$ cat config.mk
export PLATFORM = sky130hd
export DESIGN_NAME = modulo_divider_chain
export DESIGN_NICKNAME = d
export VERILOG_FILES = /design/src/rtl/divider_pkg.sv /design/src/rtl/modulo_divider_chain_mod_counter.sv /design/src/rtl/modulo_divider_chain.sv
export SDC_FILE = /design/constraint.sdc
export NUM_CORES = 1
export LEC_CHECK = 0
export ABC_AREA = 1
export CAP_MARGIN = 20
export CORE_MARGIN = 8
export CORE_UTILIZATION = 28
export DETAILED_ROUTE_END_ITERATION = 8
export HOLD_SLACK_MARGIN = 0.12
export MAX_ROUTING_LAYER = met4
export PLACE_DENSITY_LB_ADDON = 0.25
export RECOVER_POWER = 100
export SYNTH_ARGS = -nofsm -noshare
export SYNTH_HDL_FRONTEND = slang
export SYNTH_SLANG_ARGS = --single-unit
export TNS_END_PERCENT = 10
$ cat constraint.sdc
create_clock -name clk -period 2.1 [get_ports clk]
set_clock_uncertainty 0.1 [all_clocks]
set_input_delay 0.21 -clock clk [delete_from_list [all_inputs] [get_ports clk]]
set_output_delay 0.21 -clock clk [all_outputs]
set_load 0.02 [all_outputs]
$ cat src/rtl/divider_pkg.sv
`default_nettype none
// ---------------------------------------------------------------------------
// divider_pkg : shared defaults and width helper for the divider chain
// Rev 1.0
// ---------------------------------------------------------------------------
package divider_pkg;

  localparam int unsigned DEF_PRE_MOD = 2;
  localparam int unsigned DEF_CNT_W   = 3;

  // Bits needed to hold 0..n-1, never less than one.
  function automatic int unsigned width_of(input int unsigned n);
    int unsigned w;
    w = 0;
    for (int i = 0; i < 32; i++) begin
      if ((64'd1 << i) < 64'(n)) w = i + 1;
    end
    return (w < 1) ? 1 : w;
  endfunction

endpackage
`default_nettype wire

$ cat src/rtl/modulo_divider_chain_mod_counter.sv
`default_nettype none
// ---------------------------------------------------------------------------
// mod_counter : modulo counter with sync clear/load and terminal-count flag
// Rev 1.0
// ---------------------------------------------------------------------------
module mod_counter
  import divider_pkg::*;
#(
  parameter int unsigned W = DEF_CNT_W
) (
  input  logic         clk,
  input  logic         reset_n,
  input  logic         clr_i,
  input  logic         load_i,
  input  logic [W-1:0] load_val_i,
  input  logic         en_i,
  input  logic [W-1:0] term_i,
  output logic [W-1:0] cnt_o,
  output logic         tc_o
);

  logic [W-1:0] cnt_q;
  logic [W-1:0] cnt_d;
  logic         at_term;

  // >= so a terminal lowered below the count wraps on the next enable.
  assign at_term = (cnt_q >= term_i);
  assign tc_o    = en_i && at_term && !clr_i && !load_i;
  assign cnt_o   = cnt_q;

  always_comb begin
    cnt_d = cnt_q;
    if (clr_i) begin
      cnt_d = '0;
    end else if (load_i) begin
      cnt_d = load_val_i;
    end else if (en_i) begin
      cnt_d = at_term ? '0 : cnt_q + 1'b1;
    end
  end

  always_ff @(posedge clk or negedge reset_n) begin
    if (!reset_n) begin
      cnt_q <= '0;
    end else begin
      cnt_q <= cnt_d;
    end
  end

endmodule
`default_nettype wire

$ cat src/rtl/modulo_divider_chain.sv
`default_nettype none
// ---------------------------------------------------------------------------
// modulo_divider_chain : prescaler cascaded into a modulo main counter
// Rev 1.0
// ---------------------------------------------------------------------------
module modulo_divider_chain
  import divider_pkg::*;
#(
  parameter  int unsigned PRE_MOD = DEF_PRE_MOD,
  parameter  int unsigned CNT_W   = DEF_CNT_W,
  localparam int unsigned PW      = width_of(PRE_MOD)
) (
  input  logic             clk,
  input  logic             reset_n,
  input  logic             clr,
  input  logic             ena,
  input  logic             enb,
  input  logic             cascade,
  input  logic [CNT_W-1:0] mod_m1,
  input  logic             load,
  input  logic [CNT_W-1:0] load_val,
  output logic [PW-1:0]    pre_q,
  output logic [CNT_W-1:0] cnt_q,
  output logic             pre_tc,
  output logic             cnt_tc,
  output logic             wrap,
  output logic             out_sq
);

  localparam logic [PW-1:0] PRE_TERM = PW'(PRE_MOD - 1);

  logic             tick;
  logic [CNT_W-1:0] cnt_d;
  logic [CNT_W:0]   half;
  logic             wrap_q;
  logic             wrap_d;
  logic             out_sq_q;
  logic             out_sq_d;

  mod_counter #(
    .W (PW)
  ) u_prescaler (
    .clk        (clk),
    .reset_n    (reset_n),
    .clr_i      (clr),
    .load_i     (1'b0),
    .load_val_i ({PW{1'b0}}),
    .en_i       (ena),
    .term_i     (PRE_TERM),
    .cnt_o      (pre_q),
    .tc_o       (pre_tc)
  );

  assign tick = cascade ? pre_tc : enb;

  mod_counter #(
    .W (CNT_W)
  ) u_main (
    .clk        (clk),
    .reset_n    (reset_n),
    .clr_i      (clr),
    .load_i     (load),
    .load_val_i (load_val),
    .en_i       (tick),
    .term_i     (mod_m1),
    .cnt_o      (cnt_q),
    .tc_o       (cnt_tc)
  );

  // Square output tracks the value the main counter is about to take.
  always_comb begin
    cnt_d = cnt_q;
    if (clr) begin
      cnt_d = '0;
    end else if (load) begin
      cnt_d = load_val;
    end else if (tick) begin
      cnt_d = cnt_tc ? '0 : cnt_q + 1'b1;
    end
  end

  assign half     = ({1'b0, mod_m1} + 1'b1) >> 1;
  assign out_sq_d = !clr && ({1'b0, cnt_d} >= half);
  assign wrap_d   = !clr && cnt_tc;

  always_ff @(posedge clk or negedge reset_n) begin
    if (!reset_n) begin
      wrap_q   <= 1'b0;
      out_sq_q <= 1'b0;
    end else begin
      wrap_q   <= wrap_d;
      out_sq_q <= out_sq_d;
    end
  end

  assign wrap   = wrap_q;
  assign out_sq = out_sq_q;

endmodule
`default_nettype wire
==> flow_summary_export.csv <==
group,metric,value,unit
outcome,run_status,"finished clean",
clock_tree,clock_sinks,6,
final_layout,areaGrowthSynthToFinish,78.8,%
critical_path,reg2reg_slack,30,ps
drt,wire_per_inst,11.1,um
clock_tree,clock_tree.htree_level_count,1,
power_and_ir_drop,power.ir.vdd_worst,176,uV
synthesis,synth_top_area_share,26.2,%
final_layout,final_design_area_no_fill,1020,sq um
synthesis,post-synth-top-area-cell,"sky130_fd_sc_hd__dfrtp_1",
critical_path,path_max_fanout,3,
critical_path,worstPathBufferInverterCount,4,
placement,post_dp_cell_area,928,sq um
sta,worst_hold_slack,490,ps
floorplanning,core_area,1940,sq um
global_route,grt_pass1_wl,2.81,mm
hold_path,worstHoldPathType,"input pin to flip-flop",
clock_tree,tritoncts,"built",
synthesis,synth_area_leaders,"sky130_fd_sc_hd__dfrtp_1, sky130_fd_sc_hd__ha_1, sky130_fd_sc_hd__nand2_1",
synthesis,synthesis.area_per_instance,6.90,sq um
critical_path,cp_num_cells,17,
critical_path,timing.critical_path.cells,"inv_2, ha_4, inv_2, nand2_2, nand2_2, nand2_2, nand2_2, nand3_2, nand2_1, nand2_1, ha_1, inv_1, nand2_1, a21oi_2, nor2_1, o21ai_1, inv_1",
critical_path,timing.critical_path.from_type,"flip-flop",
clock_tree,path_clk_slew,50,ps
global_route,first_global_vias,665,
final_layout,post-route-util,52.8,%
final_layout,nFillCells,205,
global_route,overflow,0,
placement,place_ws,-394,ps
critical_path,delay_of_the_slowest_cell_on_the_worst_path,400,ps
sta,final-hold-violation-count,0,
critical_path,worstReg2RegStart,"u_main.cnt_o[0]",
final_layout,antennaDiodeCount,0,
synthesis,ys.warnings.count,0,
drt,ant_nets,0,
drt,vias,633,
critical_path,worstPathArrival,2110,ps
flow_run,drv_cap,0,
synthesis,syn_area,573,sq um
sta,worst_pin_slew,292,ps
final_layout,register_area,154,sq um
sta,achievable-frequency,0.483,GHz
global_route,antenna_found_initial,0,
critical_path,timing.rr.end,"out_sq",
synthesis,mappedNetlistNets,104,
drt,drc,0,
drt,vias_per_cell,4.19,
final_layout,multi_input_area,429,sq um
critical_path,crit_end,"out_sq",
global_route,grt_usage,10.5,%
clock_tree,tritoncts.num_buffers,3,
floorplanning,placementRows,16,
drt,drt-initial-drc-count,7,
critical_path,timing.critical_path.slowest_stage_cell,"sky130_fd_sc_hd__dfrtp_2",
sta,grt_setup_unrepaired,"yes",
placement,port_buffers,20,
clock_tree,cts.root.buffer_cell,"sky130_fd_sc_hd__clkbuf_4",
synthesis,synth_seq_area_share,26.2,%
sta,final_critical_path_setup_slack,30.4,ps
global_route,grt_start_max_net_pins,7,
placement,dp.final_hpwl,1.38,mm
critical_path,critical_path.endpoint_type,"flip-flop",
sta,fin_crit_sh,98.6,%
synthesis,synth_seq_cells,6,
critical_path,critical-path-top-delay-family,"simple AND/OR/NAND/NOR gates",
power_and_ir_drop,power.density_cell_area,483,nW/um^2
critical_path,worst_case_reg_to_reg_path_depth,17,
floorplanning,ios,21,
floorplanning,design.die.area,3750,sq um
sta,relSlewSlack,80.5,%
hold_path,hold_depth,3,
synthesis,post_synth_num_cell_types,15,
critical_path,worst-endpoint-required,2140,ps
synthesis,synthCells,83,
critical_path,worstSetupStartpoint,"u_main.cnt_o[0]",
critical_path,cp_common_cell,"sky130_fd_sc_hd__nand2_2",
floorplanning,floorplan.initialDensity,29.5,%
sta,report.final.slew_viol_count,0,
placement,routabilityCongestion,0.764,
power_and_ir_drop,post-layout-total-power,0.000495,W
clock_tree,clock_latency_late_sink,250,ps
floorplanning,die-height,61.2,um
final_layout,finish.net_count,146,
drt,postRouteWirelength,1.68,mm
clock_tree,cts_buffer_depth,2,
sta,period_needed,2070,ps
final_layout,drive_gt1_share,37.1,%
drt,drt_pass1_iterations,4,
sta,setup_viol,0,
floorplanning,die_width,61.2,um
power_and_ir_drop,leakage,0.543,nW
critical_path,crit_type,"flip-flop to flip-flop",
-- worst min path at each step --
stage,slack (ps),endpoint,start
CTS,490,u_main.cnt_o[1],load_val[1]
floorplan,-190,out_sq,reset_n
detailed placement,380,wrap,reset_n
finish,490,u_main.cnt_o[1],load_val[1]
global route,520,u_prescaler.cnt_o,u_prescaler.cnt_o
global placement,380,wrap,reset_n
-- area by class of cell --
| type | count | share of cell area (%) |
|---|---|---|
| Inverter | 16 | 5.86 |
| Sequential cell | 6 | 15.0 |
| Multi-Input combinational cell | 61 | 41.9 |
| Tap cell | 27 | 3.30 |
| Timing Repair Buffer | 37 | 31.4 |
| Clock buffer | 4 | 2.56 |
-- worst reg2reg max path, cell delays in order (launching register included) --
cell,delay [ps]
sky130_fd_sc_hd__dfrtp_2,400
sky130_fd_sc_hd__inv_2,80
sky130_fd_sc_hd__ha_4,200
sky130_fd_sc_hd__inv_2,40
sky130_fd_sc_hd__nand2_2,50
sky130_fd_sc_hd__nand2_2,80
sky130_fd_sc_hd__nand2_2,60
sky130_fd_sc_hd__nand2_2,80
sky130_fd_sc_hd__nand3_2,60
sky130_fd_sc_hd__nand2_1,50
sky130_fd_sc_hd__nand2_1,50
sky130_fd_sc_hd__ha_1,290
sky130_fd_sc_hd__inv_1,50
sky130_fd_sc_hd__nand2_1,50
sky130_fd_sc_hd__a21oi_2,110
sky130_fd_sc_hd__nor2_1,50
sky130_fd_sc_hd__o21ai_1,120
sky130_fd_sc_hd__inv_1,50
-- cells by family (layout without fill, tap and decap cells) --
group / Yosys count / in the layout / synth area share [%]
XOR/XNOR: 1 / 1 / 1.53
adder cells (fa/ha/maj): 8 / 8 / 17.5
AND/OR/NAND/NOR: 45 / 45 / 37.6
AO/OA/AOI/OAI: 7 / 7 / 6.77
buffers and inverters: 16 / 57 / 10.5
flip-flops: 6 / 6 / 26.2
-- metal layers --
metal | up-vias | global-route usage [%] | part of all wire, %
met5 | - | - | 0
met4 | 0 | 6.98 | 1.5
met3 | 2 | 0.626 | 2.1
met2 | 12 | 17.0 | 49
met1 | 274 | 12.1 | 47
li1 | 345 | - | -
-- synth_stat cells --
library cell and n:
sky130_fd_sc_hd__xnor2_1 1, sky130_fd_sc_hd__nand4_4 1, sky130_fd_sc_hd__inv_2 2, sky130_fd_sc_hd__nand3_2 1, sky130_fd_sc_hd__dfrtp_1 6, sky130_fd_sc_hd__nand3_1 10, sky130_fd_sc_hd__o21ai_0 2, sky130_fd_sc_hd__ha_1 8
sky130_fd_sc_hd__a21oi_1 4, sky130_fd_sc_hd__nor2_1 3, sky130_fd_sc_hd__inv_1 14, sky130_fd_sc_hd__nor2_2 1, sky130_fd_sc_hd__a21oi_2 1, sky130_fd_sc_hd__nand2_2 3, sky130_fd_sc_hd__nand2_1 26
-- registers in the layout (all words and copies together) (netlist names) --
signal / cells
out_sq: 1
wrap: 1
u_prescaler.cnt_o: 1
u_main.cnt_o: 3
-- power by group --
group	total (W)	switching (W)	internal, W
Combinational	0.000240	0.000119	0.000121
Clock	0.000118	0.0000453	0.0000722
Sequential	0.000138	0.00000938	0.000128
-- layout by cell type (no fill, tap or decap), types with 4 or more instances in the layout --
cell,synthesis,final
sky130_fd_sc_hd__buf_4,0,15
sky130_fd_sc_hd__clkbuf_4,0,4
sky130_fd_sc_hd__clkdlybuf4s50_1,0,8
sky130_fd_sc_hd__dlygate4sd3_1,0,9
sky130_fd_sc_hd__ha_1,8,5
sky130_fd_sc_hd__inv_1,14,10
sky130_fd_sc_hd__inv_2,2,6
sky130_fd_sc_hd__nand2_1,26,21
sky130_fd_sc_hd__nand2_2,3,8
sky130_fd_sc_hd__nand3_1,10,9
-- stage by stage --
stage | std cells | TNS [ps]
6_report | 151 | 0
3_3_place_gp | 144 | -626
4_1_cts | 150 | 0
3_5_place_dp | 144 | -710
2_1_floorplan | 83 | 0
5_1_grt | 151 | -96.7
-- what timing repair did --
action | CTS | global route
buffers inserted | 1 | 1
hold endpoints to repair | 6 | 0
resized for setup | 11 | 8
hold buffers | 1 | 0
pin swaps | 7 | 6
endpoints found under the setup margin | 2 | 2
Power figures use the tool's default switching activity.
